File: config.mk
export PLATFORM = sky130hd
export DESIGN_NAME = tx_lane_scheduler
export DESIGN_NICKNAME = d
export VERILOG_FILES = /design/src/rtl/tx_lane_scheduler_pkg.sv /design/src/rtl/frame_snapshot.sv /design/src/rtl/tx_lane_scheduler.sv
export SDC_FILE = /design/constraint.sdc
export NUM_CORES = 1
export LEC_CHECK = 0
export BUFFER_PORTS_ARGS = -buffer_cell sky130_fd_sc_hd__buf_2
export CORE_UTILIZATION = 31
export CTS_BUF_LIST = sky130_fd_sc_hd__clkbuf_8
export DETAILED_ROUTE_END_ITERATION = 7
export GPL_TIMING_DRIVEN = 0
export PLACE_DENSITY_LB_ADDON = 0.2
export SETUP_SLACK_MARGIN = 0.15
export SYNTH_ARGS = -nofsm -noshare
export SYNTH_HDL_FRONTEND = slang
export SYNTH_SLANG_ARGS = --single-unit
File: constraint.sdc
create_clock -name clk_4f -period 3.6 [get_ports clk_4f]
set_input_delay 0.9 -clock clk_4f [delete_from_list [all_inputs] [get_ports clk_4f]]
set_output_delay 0.9 -clock clk_4f [all_outputs]
set_load 0.02 [all_outputs]
File: src/rtl/tx_lane_scheduler_pkg.sv
// ============================================================================
// Module      : tx_lane_scheduler_pkg
// Description : Shared state encoding and defaults for the TX lane scheduler,
//               serializer and deserializer.
// Revision    : 1.0 - initial release
// ============================================================================
`default_nettype none

package tx_lane_scheduler_pkg;

    typedef enum logic [1:0] {
        ST_RESET  = 2'd0,
        ST_INIT   = 2'd1,
        ST_IDLE   = 2'd2,
        ST_ACTIVE = 2'd3
    } sched_state_t;

    localparam logic [7:0] COM_SYMBOL_DEF  = 8'hBC;
    localparam int         INIT_SLOTS_DEF  = 4;
    localparam int         IDLE_FRAMES_DEF = 2;
    localparam int         LANES           = 4;

    function automatic logic any_valid(input logic [LANES-1:0] v);
        return |v;
    endfunction

endpackage

`default_nettype wire

File: src/rtl/frame_snapshot.sv
// ============================================================================
// Module      : frame_snapshot
// Description : Free-running 2-bit slot counter plus a per-frame capture of
//               all lane bytes and valids on the slot-3 edge.
// Revision    : 1.0 - initial release
// ============================================================================
`default_nettype none

module frame_snapshot
    import tx_lane_scheduler_pkg::*;
(
    input  logic                  clk_4f,
    input  logic                  reset,
    input  logic                  run,
    input  logic [LANES-1:0][7:0] lane_data,
    input  logic [LANES-1:0]      lane_valid,
    output logic [1:0]            slot,
    output logic                  boundary,
    output logic [LANES-1:0][7:0] snap_data,
    output logic [LANES-1:0]      snap_valid
);

    logic [1:0]            r_slot;
    logic [LANES-1:0][7:0] r_snap_data;
    logic [LANES-1:0]      r_snap_valid;

    assign slot       = r_slot;
    assign boundary   = run && (r_slot == 2'd3);
    assign snap_data  = r_snap_data;
    assign snap_valid = r_snap_valid;

    always_ff @(posedge clk_4f) begin
        if (!reset) begin
            r_slot       <= 2'd0;
            r_snap_data  <= '0;
            r_snap_valid <= '0;
        end else if (run) begin
            r_slot <= r_slot + 2'd1;
            if (boundary) begin
                r_snap_data  <= lane_data;
                r_snap_valid <= lane_valid;
            end
        end
    end

endmodule

`default_nettype wire

File: src/rtl/tx_lane_scheduler.sv
// ============================================================================
// Module      : tx_lane_scheduler
// Description : Four-lane TX slot scheduler: INIT/IDLE comma fill, ACTIVE
//               frame emission from a per-frame lane snapshot.
// Revision    : 1.0 - initial release
// ============================================================================
`default_nettype none

module tx_lane_scheduler
    import tx_lane_scheduler_pkg::*;
#(
    parameter logic [7:0] COM_SYMBOL  = COM_SYMBOL_DEF,
    parameter int         INIT_SLOTS  = INIT_SLOTS_DEF,
    parameter int         IDLE_FRAMES = IDLE_FRAMES_DEF
)(
    input  logic       clk_4f,
    input  logic       reset,
    input  logic [7:0] data_0p,
    input  logic [7:0] data_1p,
    input  logic [7:0] data_2p,
    input  logic [7:0] data_3p,
    input  logic       valid_0p,
    input  logic       valid_1p,
    input  logic       valid_2p,
    input  logic       valid_3p,
    output logic [7:0] data_out,
    output logic       valid_out,
    output logic [1:0] lane_sel,
    output logic       frame_start,
    output logic       idle_out,
    output logic       active
);

    // INIT_SLOTS is expected to be a multiple of 4; INIT is counted in frames.
    localparam int INIT_FRAMES = (INIT_SLOTS / 4 < 1) ? 1 : INIT_SLOTS / 4;
    localparam int IW          = $clog2(INIT_FRAMES + 1);
    localparam int EW          = $clog2(IDLE_FRAMES + 1);

    localparam logic [IW-1:0] c_init_last   = IW'(INIT_FRAMES - 1);
    localparam logic [EW:0]   c_idle_frames = (EW + 1)'(IDLE_FRAMES);

    sched_state_t r_state, w_state_nxt;
    logic [IW-1:0] r_init_cnt, w_init_nxt;
    logic [EW-1:0] r_empty_cnt, w_empty_nxt;
    logic [EW:0]   w_empty_inc;

    logic [LANES-1:0][7:0] w_lane_data;
    logic [LANES-1:0]      w_lane_valid;
    logic [LANES-1:0][7:0] w_snap_data;
    logic [LANES-1:0]      w_snap_valid;
    logic [1:0]            w_slot;
    logic                  w_boundary;
    logic                  w_run;
    logic                  w_any;

    logic [7:0] w_data, r_data;
    logic       w_valid, r_valid;
    logic [1:0] w_lane, r_lane;
    logic       w_fs, r_fs;
    logic       w_idle, r_idle;
    logic       w_active, r_active;

    assign w_lane_data  = {data_3p, data_2p, data_1p, data_0p};
    assign w_lane_valid = {valid_3p, valid_2p, valid_1p, valid_0p};
    assign w_run        = (r_state != ST_RESET);
    assign w_any        = any_valid(w_lane_valid);
    assign w_empty_inc  = {1'b0, r_empty_cnt} + {{EW{1'b0}}, 1'b1};

    frame_snapshot u_frame_snapshot (
        .clk_4f     (clk_4f),
        .reset      (reset),
        .run        (w_run),
        .lane_data  (w_lane_data),
        .lane_valid (w_lane_valid),
        .slot       (w_slot),
        .boundary   (w_boundary),
        .snap_data  (w_snap_data),
        .snap_valid (w_snap_valid)
    );

    always_ff @(posedge clk_4f) begin
        if (!reset) begin
            r_state     <= ST_RESET;
            r_init_cnt  <= '0;
            r_empty_cnt <= '0;
            r_data      <= 8'h00;
            r_valid     <= 1'b0;
            r_lane      <= 2'd0;
            r_fs        <= 1'b0;
            r_idle      <= 1'b1;
            r_active    <= 1'b0;
        end else begin
            r_state     <= w_state_nxt;
            r_init_cnt  <= w_init_nxt;
            r_empty_cnt <= w_empty_nxt;
            r_data      <= w_data;
            r_valid     <= w_valid;
            r_lane      <= w_lane;
            r_fs        <= w_fs;
            r_idle      <= w_idle;
            r_active    <= w_active;
        end
    end

    // Transitions are evaluated on the same edge that captures the snapshot,
    // so the decision uses the live lane valids being captured.
    always_comb begin
        w_state_nxt = r_state;
        w_init_nxt  = r_init_cnt;
        w_empty_nxt = r_empty_cnt;
        case (r_state)
            ST_RESET: begin
                w_state_nxt = ST_INIT;
                w_init_nxt  = '0;
                w_empty_nxt = '0;
            end
            ST_INIT: begin
                if (w_boundary) begin
                    if (r_init_cnt == c_init_last) begin
                        w_init_nxt  = '0;
                        w_state_nxt = w_any ? ST_ACTIVE : ST_IDLE;
                    end else begin
                        w_init_nxt = r_init_cnt + {{(IW-1){1'b0}}, 1'b1};
                    end
                end
            end
            ST_IDLE: begin
                if (w_boundary && w_any) begin
                    w_state_nxt = ST_ACTIVE;
                    w_empty_nxt = '0;
                end
            end
            ST_ACTIVE: begin
                if (w_boundary) begin
                    if (w_any) begin
                        w_empty_nxt = '0;
                    end else if (w_empty_inc == c_idle_frames) begin
                        w_empty_nxt = '0;
                        w_state_nxt = ST_IDLE;
                    end else begin
                        w_empty_nxt = w_empty_inc[EW-1:0];
                    end
                end
            end
            default: begin
                w_state_nxt = ST_RESET;
            end
        endcase
    end

    always_comb begin
        w_data   = 8'h00;
        w_valid  = 1'b0;
        w_lane   = 2'd0;
        w_fs     = 1'b0;
        w_idle   = 1'b1;
        w_active = 1'b0;
        case (r_state)
            ST_INIT, ST_IDLE: begin
                w_data = COM_SYMBOL;
                w_lane = w_slot;
                w_fs   = (w_slot == 2'd0);
            end
            ST_ACTIVE: begin
                w_data   = w_snap_valid[w_slot] ? w_snap_data[w_slot] : COM_SYMBOL;
                w_valid  = w_snap_valid[w_slot];
                w_lane   = w_slot;
                w_fs     = (w_slot == 2'd0);
                w_idle   = 1'b0;
                w_active = 1'b1;
            end
            default: begin
                w_data = 8'h00;
            end
        endcase
    end

    assign data_out    = r_data;
    assign valid_out   = r_valid;
    assign lane_sel    = r_lane;
    assign frame_start = r_fs;
    assign idle_out    = r_idle;
    assign active      = r_active;

endmodule

`default_nettype wire

==> parameters.txt, run 1 <==
Parameter                              Value

Run status
  Outcome ... finished, final reports clean

Floorplan
  Chip Height ... 88.0 um
  Site Rows ... 30
  IO Count ... 52
  Effective utilization at floorplan ... 32.9%
  Die Wd ... 88.0 um
  DIE AREA ... 7750 sq um
  Floorplan Core Area ... 6980 sq um

Cells and area
  Antenna cell count ... 0
  End-of-flow core utilization ... 39.8%
  Synthesis-to-finish area growth ... 21.0%
  Fillers ... 777
  Net count, final ... 360
  Fraction of final layout cells sized beyond drive strength 1 ... 24.4%

Synth
  Compound-gate portion of the synthesized area ... between 10% and 20%
  Synthesized cell area ... approximately 2300 sq um
  Mean instance size in the synthesized netlist ... 8.93 sq um
  Cell types with the largest area share after synthesis ... dfxtp_1 (49%), nand2_1 (12%), a21oi_1 (9.4%)
  Cell types with the highest counts after synthesis ... nand2_1 (73), dfxtp_1 (56), a21oi_1 (43)
  Largest family of logic cells by synthesized area ... simple AND/OR/NAND/NOR gates
  Synth top area share ... 48.9%
  EDFF count, synth ... 0
  Cell taking the most area after synthesis ... dfxtp_1
  Library cell with the highest instance count after synthesis ... nand2_1
  Simple-Gate Fraction of Synth Area ... 20.5%
  Most frequently used flop master after synthesis ... dfxtp_1
  Syn Inst Count ... roughly 260
  FFs w/ async S/R, synth ... 0%
  Adder and majority gate portion of the synthesized area ... 3.82%
  Number of nets produced by synthesis ... 302
  Sequential fraction of the synthesis area ... 48.9%
  Post-synthesis xor/xnor area fraction ... 0.382%
  Number of register bits inferred by synthesis ... 56
  Synth warnings ... 0
  Number of distinct library cells after synthesis ... 30
  Mux contribution to synthesized area ... 9.27%

Detailed routing
  DRC errors left ... 0
  Via density per instance ... 4.47
  Number of vias in the routed layout ... between 1,500 and 2,000
  Detailed-router iteration count before antenna repair ... 4
  Wirelength, routed ... 5130 um
  Count of nets left with antenna violations after detail routing ... 0
  Mean routed wirelength per cell ... 12.4 um
  Number of DRC markers in iteration 0 ... 65

Clocking
  Clock transition at the register clock pins on the worst setup and hold paths after CTS ... around 100 ps
  Clock latency on the worst-skew pair ... a little over 300 ps
  Total clock sinks ... 56
  TritonCTS buffer count ... 5
  CTS hold repair buffers ... 0
  Post-CTS Setup Repair Bufs ... 0
  Clock tree root buffer cell ... clkbuf_8
  Clock Tree Buf Depth ... 2
  CTS tree ... yes
  # H-tree levels ... 2
  Post-cts repair resize count ... 0

STA
  Maximum achievable frequency ... 458 MHz
  Final Max Slew Viols ... 0
  Number of hold-slack violations in the final timing report ... 0
  Relative slew slack ... 62.4%
  Skew final ... 6.29 ps
  Number of failing setup endpoints in the final timing report ... 0
  Tightest Pin Transition ... between 500 and 600 ps
  Final-layout setup total negative slack ... 0 ps
  RSZ-0062 raised after global routing ... false
  Fraction of the cycle the final worst path needs ... 60.6%
  Final critical delay including setup and external delays ... 2180 ps

Setup path
  Type of the worst setup path ... flop to flop
  Crit path required time ... 3840 ps
  Endpoint arrival time on the critical path ... about 2400 ps
  Largest fanout on the critical path ... 10
  Critical Path End Type ... flop
  Worst Setup Start Kind ... flop

Placement
  Global placement routability congestion ... 0.782
  Total of buffers placed on input and output ports ... 51
  Detailed-placement wirelength estimate ... between 3000 and 4000 um

Run
  Count of maximum capacitance violations ... 0

Global routing
  Overall global routing resource usage ... approximately 15%
  Aggregate global routing overflow ... 0
  Antenna violations before repair ... 0
  Pin count of the biggest net entering global routing ... 17
  Wire length of the first global-routing pass ... between 8000 and 9000 um
  Vias in the first global route ... 1,715

Min path
  Hold WC Path Type ... flop to flop

Pwr
  PwrDens ... 578 nW/um^2
  Leakage power summed over all cells ... 1.07 nW
  Peak VDD IR ... 0.185 mV
  PnR Total Power ... 1.61 mW
## where the power goes
group          total [mW]  switching, mW  internal, mW
clock network       0.403          0.199         0.204
registers           0.721         0.0350         0.686
logic               0.482          0.276         0.206
## final timing paths
path,depth (start not counted),slack (ps),start,to
setup / recovery,7,1420,r_state[0],u_frame_snapshot.snap_data[1]
hold / removal,2,460,u_frame_snapshot.snap_data[22],u_frame_snapshot.snap_data[22]
setup reg to reg,7,1420,r_state[0],u_frame_snapshot.snap_data[1]
hold reg to reg,2,460,u_frame_snapshot.snap_data[22],u_frame_snapshot.snap_data[22]
## routing by layer
layer	track usage (%)	share of wire, %	up-vias
li1	-	-	969
met1	19.4	50	826
met2	23.0	44	43
met3	3.77	4.5	5
met4	5.72	1.2	0
met5	0	0	-
## final cells by class
class	instances	area [sq um]	share of cell area (%)
sequential	56	1120	40.4
multi-input combinational	178	1070	38.6
timing repair buffer	51	255	9.19
tap	96	120	4.32
buffer	16	76.3	2.75
clock buffer	5	68.8	2.48
clock inverter	3	38.8	1.40
inverter	7	26.3	0.946
## worst max-delay path, cell delays in order, from the launching register on
cell,delay [ps]
dfxtp_1,400
inv_1,110
ha_1,300
nor2b_1,330
buf_2,290
buf_1,430
nand2_1,120
a21oi_1,130
## cells in the final DEF, fill, tap and decap left out, drive strengths merged
master	count
inv	8
dfxtp	56
bufinv	1
nand2b	8
a211oi	1
a21boi	1
and2	4
nor4	1
mux4	9
xor2	1
nand4	1
nand2	73
or4	1
a31oi	1
a21oi	43
clkinv	1
nor3	1
a211o	1
nor2	14
clkbuf	16
o21a	1
nor2b	5
nor3b	1
ha	7
a221oi	1
mux2i	1
buf	56
o221a	2
## registers in the layout, indices dropped and copies added (netlist names)
| register | flops |
|---|---|
| active | 1 |
| frame_start | 1 |
| r_empty_cnt | 2 |
| u_frame_snapshot.slot | 2 |
| u_frame_snapshot.snap_data | 32 |
| u_frame_snapshot.snap_valid | 4 |
| r_state | 2 |
| valid_out | 1 |
| idle_out | 1 |
| data_out | 8 |
| lane_sel | 2 |
## through the flow
step	setup slack (ps)	area, sq um	std cells	hold WS, ps
finish	1420	2780	412	458
global route	1150	2780	412	478
CTS	1370	2780	412	459
detailed placement	1230	2670	404	446
global placement	1260	2670	404	441
floorplan	1450	2290	257	431
## logic make-up (layout without fill, tap and decap cells)
logic type	count (synthesis)	count (layout)
xor gates and xnor gates	1	1
DFF	56	56
adders and majority gates	7	7
muxes	10	10
AOI/OAI and AO/OA	51	51
buffers and inverters	23	82
and+or+nand+nor	109	109
(Power assumes the default switching activity.)
==> inputs of run 2 (changes only) <==
clock period = 1.9 ns   (was 3.6 ns; I/O delays follow)
==> parameters.txt, run 2 (synthesis results as in run 1) <==
Parameter                              Value

Pwr
  Psw ... 0.987 mW (+94%)
  Peak VDD IR ... 0.351 mV (+89%)
  Switch share ... 31.6% (-0.13 points)
  PwrDens ... 1100 nW/um^2 (+91%)
  PnR Total Power ... 3.12 mW (+95%)
  P_int ... 2.14 mW (+95%)
  Part of the total power dissipated in the clock network ... 24.4% (-0.7 points)
  Comb power frac ... 31.6% (+1.6 points)
  Sequential Power Share ... 43.9% (-1.0 points)
  Leakage power summed over all cells ... 1.10 nW (+3.0%)

Min path
  Hold endpoint ... u_frame_snapshot.snap_data[25]
  Hold WC Path Type ... primary input to flop
  Hold Startpoint ... data_3p[1]
  Worst hold path stage count ... 3 (+1)

Setup path
  Largest fanout on the critical path ... 5 (-5)
  Worst Setup Start Kind ... flop
  Critical Path End Type ... flop
  Worst reg2reg path depth ... 6 (-1)
  Cell-by-cell trace of the critical path ... inv_1 > ha_1 > nor3_1 > a221oi_2 > and2_2 > o221a_2
  Type of the worst setup path ... flop to flop
  Endpoint arrival time on the critical path ... 1860 ps (-570 ps)
  Endpoint of the most critical register-to-register path ... r_state[0]
  Worst reg-to-reg setup slack ... 250 ps (-1160 ps)
  Library cell contributing the largest single delay on the critical path ... dfxtp_2
  Crit path required time ... 2110 ps (-1730 ps)
  Launching point of the worst reg2reg path ... r_state[0]
  Biggest cell delay along the critical path ... 370 ps (-60 ps)

Global routing
  Aggregate global routing overflow ... 0 (unchanged)
  Antenna violations before repair ... 0 (unchanged)
  Overall global routing resource usage ... 14.7% (unchanged)
  Vias in the first global route ... 1,722 (+0.41%)
  Pin count of the biggest net entering global routing ... 17 (unchanged)
  Wire length of the first global-routing pass ... 8470 um (+0.17%)

Cells and area
  Fraction of final layout cells sized beyond drive strength 1 ... 28.5% (+4.1 points)
  Leading cell types in the layout, fill and taps excluded ... nand2_1 (73), dfxtp_1 (54), buf_2 (52)
  End-of-flow core utilization ... 40.6% (+0.81 points)
  Cell Count, Final, Fillers Out ... 412 (unchanged)
  Net count, final ... 360 (unchanged)
  Antenna cell count ... 0 (unchanged)
  Most common cell after layout, fill and taps aside ... nand2_1
  Flip-flop count of the largest register after layout ... 32 (unchanged)
  Synthesis-to-finish area growth ... 23.5%

Detailed routing
  Count of nets left with antenna violations after detail routing ... 0 (unchanged)
  Via density per instance ... 4.48 (about the same)
  Number of DRC markers in iteration 0 ... 71 (+9.2%)
  Detailed-router iteration count before antenna repair ... 4 (unchanged)
  Number of vias in the routed layout ... 1,844 (+0.054%)
  Mean routed wirelength per cell ... 12.4 um (about the same)
  DRC errors left ... 0 (unchanged)
  Wirelength, routed ... 5130 um (about the same)

Floorplan
  Floorplan Core Area ... 6980 sq um (unchanged)
  Die Wd ... 88.0 um (unchanged)
  IO Count ... 52 (unchanged)
  Site Rows ... 30 (unchanged)
  Effective utilization at floorplan ... 32.9% (unchanged)
  DIE AREA ... 7750 sq um (unchanged)
  Chip Height ... 88.0 um (unchanged)

STA
  Fraction of the cycle the final worst path needs ... 86.7% (+26 points)
  Tightest Pin Transition ... 493 ps (-70.9 ps)
  RSZ-0062 raised after global routing ... false
  Final-layout setup total negative slack ... 0 ps (unchanged)
  Number of hold-slack violations in the final timing report ... 0 (unchanged)
  Number of failing setup endpoints in the final timing report ... 0 (unchanged)
  Skew final ... 6.93 ps (+0.637 ps)
  Final Max Slew Viols ... 0 (unchanged)
  Final critical delay including setup and external delays ... 1650 ps (-536 ps)
  Maximum achievable frequency ... 607 MHz (+33%)
  Relative slew slack ... 67.1% (+4.7 points)
  Setup ws final ... 254 ps (-1160 ps)

Clocking
  CTS hold repair buffers ... 0 (unchanged)
  TritonCTS buffer count ... 5 (unchanged)
  Post-CTS Setup Repair Bufs ... 0 (unchanged)
  Clock latency on the worst-skew pair ... 310 ps (about the same)
  CTS tree ... yes
  Clock Tree Buf Depth ... 2 (unchanged)
  Clock tree root buffer cell ... clkbuf_8
  # H-tree levels ... 2 (unchanged)
  Clock transition at the register clock pins on the worst setup and hold paths after CTS ... 100 ps (about the same)
  Total clock sinks ... 56 (unchanged)

Placement
  Detailed-placement wirelength estimate ... 3810 um (unchanged)
  Total of buffers placed on input and output ports ... 51 (unchanged)
  Setup slack at placement ... -274 ps (-1500 ps)
  Instance count after placement with tap cells included ... 404 (unchanged)
  Global placement routability congestion ... 0.782 (unchanged)

Run
  Count of maximum capacitance violations ... 0 (unchanged)

Run status
  Outcome ... finished, final reports clean
-- run 2: cell counts in the layout (fill, tap and decap cells not counted) --
Identical to the previous run, type by type.
-- run 2: metrics by stage --
| stage | cell area, sq um | hold WS, ps |
|---|---|---|
| 2_1_floorplan | 2290 | 431 |
| 3_3_place_gp | 2670 | 441 |
| 3_5_place_dp | 2670 | 446 |
| 4_1_cts | 2820 | 380 |
| 5_1_grt | 2830 | 383 |
| 6_report | 2830 | 392 |
-- run 2: how the worst max path moves through the flow --
stage | from | end | slack (ps) | depth (start not counted)
after floorplan | valid_0p | r_state[0] | 170 | 4
after global placement | r_state[0] | u_frame_snapshot.snap_data[31] | -290 | 7
after detailed placement | r_state[0] | u_frame_snapshot.snap_data[31] | -270 | 7
after CTS | r_state[0] | r_state[0] | 180 | 6
after global routing | u_frame_snapshot.slot[0] | data_out[2] | 160 | 5
final | r_state[0] | r_state[0] | 250 | 6
-- run 2: repair_timing --
action / CTS / global route
setup endpoints to repair: 39 / 35
hold endpoints to repair: 0 / 0
resized for setup: 17 / 6
-- run 2: final cells by class --
| type | count | area, sq um |
|---|---|---|
| plain buffers | 16 | 105 |
| repair buffers | 51 | 255 |
| multi-input cells | 178 | 1100 |
| flip-flops and latches | 56 | 1120 |
| fillers | 766 | 4150 |
| inverters | 7 | 26.3 |
| well taps | 96 | 120 |
| clock inverters | 3 | 38.8 |
| clock buffers | 5 | 68.8 |
-- run 2: critical path: cells and delay by family (launching register included) --
kind	cells	cell delay [ps]
buffers and inverters	1	110
DFF	1	370
adders and majority gates	1	280
AOI/OAI and AO/OA	2	350
and+or+nand+nor	2	430
-- run 2: power groups by stage --
stage,sequential (mW),combinational (mW),clock [mW]
6_report,1.37,0.988,0.763
5_1_grt,1.39,1.10,0.837
4_1_cts,1.37,0.959,0.795
3_5_place_dp,1.39,0.919,0
3_3_place_gp,1.40,0.915,0
2_1_floorplan,1.45,0.618,0
-- run 2: per-layer routing --
layer / vias to the layer above / share of wire [%] / GRT usage [%]
met3: 7 / 4.6 / 3.77
li1: 967 / - / -
met1: 828 / 49 / 19.4
met2: 42 / 45 / 23.0
met4: 0 / 1.5 / 5.72
met5: - / 0 / 0
==> inputs of run 3 (changes only) <==
RECOVER_POWER = 100   (was default)
==> parameters.txt, run 3 (synthesis results as in run 1) <==
Parameter                              Value

Run status
  Outcome ... finished, final reports clean

STA
  Final-layout setup total negative slack ... 0 ps (unchanged)
  Maximum achievable frequency ... 586 MHz (-3.4%)
  RSZ-0062 raised after global routing ... false
  Skew final ... 7.17 ps (+0.243 ps)
  Number of failing setup endpoints in the final timing report ... 0 (unchanged)
  Final Max Slew Viols ... 0 (unchanged)
  Tightest Pin Transition ... 493 ps (+0.109 ps)
  Relative slew slack ... 67.1% (about the same)
  Fraction of the cycle the final worst path needs ... 89.7% (+3.1 points)
  Final critical delay including setup and external delays ... 1710 ps (+58.6 ps)
  Number of hold-slack violations in the final timing report ... 0 (unchanged)

Cells and area
  Net count, final ... 360 (unchanged)
  Synthesis-to-finish area growth ... 22.5%
  Fraction of final layout cells sized beyond drive strength 1 ... 23.7% (-4.7 points)
  Cell area after layout ... 2810 sq um (-0.84%)
  Flip-flop count of the largest register after layout ... 32 (unchanged)
  Leading cell types in the layout, fill and taps excluded ... nand2_1 (73), dfxtp_1 (55), a21oi_1 (43)
  Most common cell after layout, fill and taps aside ... nand2_1
  Antenna cell count ... 0 (unchanged)
  Fillers ... 771 (+0.65%)

Clocking
  Total clock sinks ... 56 (unchanged)
  Clock tree root buffer cell ... clkbuf_8
  # H-tree levels ... 2 (unchanged)
  CTS hold repair buffers ... 0 (unchanged)
  CTS tree ... yes
  Clock latency on the worst-skew pair ... 310 ps (about the same)
  Post-CTS Setup Repair Bufs ... 0 (unchanged)
  Clock Tree Buf Depth ... 2 (unchanged)
  Clock transition at the register clock pins on the worst setup and hold paths after CTS ... 100 ps (about the same)
  TritonCTS buffer count ... 5 (unchanged)

Global routing
  Wire length of the first global-routing pass ... 8470 um (unchanged)
  Overall global routing resource usage ... 14.7% (unchanged)
  Aggregate global routing overflow ... 0 (unchanged)
  Pin count of the biggest net entering global routing ... 17 (unchanged)
  Antenna violations before repair ... 0 (unchanged)
  GRT met2 Usage ... 23.0% (unchanged)
  GR Util met3 ... 3.77% (unchanged)
  Met1 layer usage reported by global route ... 19.4% (unchanged)
  Vias in the first global route ... 1,722 (unchanged)
  Routing layer with the top usage in global route ... met2

Detailed routing
  Count of nets left with antenna violations after detail routing ... 0 (unchanged)
  Wirelength, routed ... 5150 um (+0.37%)
  Detailed-router iteration count before antenna repair ... 4 (unchanged)
  Via density per instance ... 4.48 (unchanged)
  Mean routed wirelength per cell ... 12.5 um (+0.37%)
  Number of DRC markers in iteration 0 ... 71 (unchanged)
  DRC errors left ... 0 (unchanged)
  Number of vias in the routed layout ... 1,844 (unchanged)

Setup path
  Type of the worst setup path ... flop to flop
  Worst reg-to-reg setup slack ... 190 ps (-60 ps)
  Endpoint arrival time on the critical path ... 1920 ps (+60 ps)
  Crit path required time ... 2110 ps (about the same)
  Largest fanout on the critical path ... 5 (unchanged)
  Launching point of the worst reg2reg path ... r_state[0]
  Worst Setup Start Kind ... flop
  Critical Path Start ... r_state[0]
  Critical Path End Type ... flop
  Worst reg2reg path depth ... 6 (unchanged)
  Endpoint of the most critical register-to-register path ... r_state[0]

Floorplan
  Effective utilization at floorplan ... 32.9% (unchanged)
  Site Rows ... 30 (unchanged)
  Chip Height ... 88.0 um (unchanged)
  Floorplan Core Area ... 6980 sq um (unchanged)
  Die Wd ... 88.0 um (unchanged)
  IO Count ... 52 (unchanged)
  DIE AREA ... 7750 sq um (unchanged)

Pwr
  Leakage power summed over all cells ... 1.04 nW (-5.5%)
  PnR Total Power ... 3.11 mW (-0.51%)
  Peak VDD IR ... 0.350 mV (about the same)
  PwrDens ... 1110 nW/um^2 (+0.33%)

Placement
  Detailed-placement wirelength estimate ... 3810 um (unchanged)
  Total of buffers placed on input and output ports ... 51 (unchanged)
  Cell area reported after detailed placement ... 2670 sq um (unchanged)
  Global placement routability congestion ... 0.782 (unchanged)

Min path
  Worst hold path stage count ... 3 (unchanged)
  Hold endpoint ... u_frame_snapshot.snap_data[25]
  Hold WC Path Type ... primary input to flop
  Hold Startpoint ... data_3p[1]

Run
  Count of maximum capacitance violations ... 0 (unchanged)
-- run 3: cell count changes in the layout (fill, tap and decap cells not counted) --
cell / previous run / this run
clkbuf_1: 4 / 18
dfxtp_1: 54 / 55
and2_0: 0 / 2
clkbuf_4: 3 / 1
and2_1: 3 / 1
buf_2: 52 / 37
dfxtp_2: 2 / 1
clkbuf_2: 3 / 6
-- run 3: how the worst max path moves through the flow --
stage / end / slack (ps)
final: r_state[0] / 190
after global routing: u_frame_snapshot.snap_data[31] / 90
after CTS: r_state[0] / 180
after detailed placement: u_frame_snapshot.snap_data[31] / -270
after global placement: u_frame_snapshot.snap_data[31] / -290
after floorplan: r_state[0] / 170
-- run 3: metal layers --
layer	up-vias	wire, um	share of wire, %
li1	967	-	-
met1	828	2550	49
met2	42	2290	44
met3	7	235	4.6
met4	0	78	1.5
met5	-	0	0
-- run 3: where the power goes --
group          switching (mW)  internal (mW)
logic                   0.542          0.430
registers              0.0708           1.30
clock network           0.378          0.387
-- run 3: critical path, stage by stage, from the launching register on --
cell,delay (ps)
dfxtp_1,410
inv_1,130
ha_1,280
nor3_1,240
a221oi_2,80
and2_2,190
o221a_2,270
-- run 3: area by class of cell --
| class | count | area [sq um] | area share [%] |
|---|---|---|---|
| sequential | 56 | 1120 | 39.9 |
| multi-input combinational | 178 | 1100 | 39.0 |
| timing repair buffer | 51 | 238 | 8.46 |
| tap | 96 | 120 | 4.27 |
| buffer | 16 | 100 | 3.56 |
| clock buffer | 5 | 68.8 | 2.45 |
| clock inverter | 3 | 38.8 | 1.38 |
| inverter | 7 | 26.3 | 0.935 |
-- run 3: metrics by stage --
stage | instances | util (%) | setup WS (ps) | hold slack (ps)
3_3_place_gp | 404 | 38.2 | -290 | 441
3_5_place_dp | 404 | 38.2 | -274 | 446
2_1_floorplan | 257 | - | 170 | 431
5_1_grt | 412 | 40.3 | 93.6 | 383
6_report | 412 | 40.3 | 195 | 392
4_1_cts | 412 | 40.3 | 176 | 380
-- run 3: timing repair --
| action | 4_1_cts | 5_1_grt |
|---|---|---|
| gates resized for setup | 17 | 6 |
| endpoints found under the setup margin | 39 | 35 |
| hold endpoints to repair | 0 | 0 |
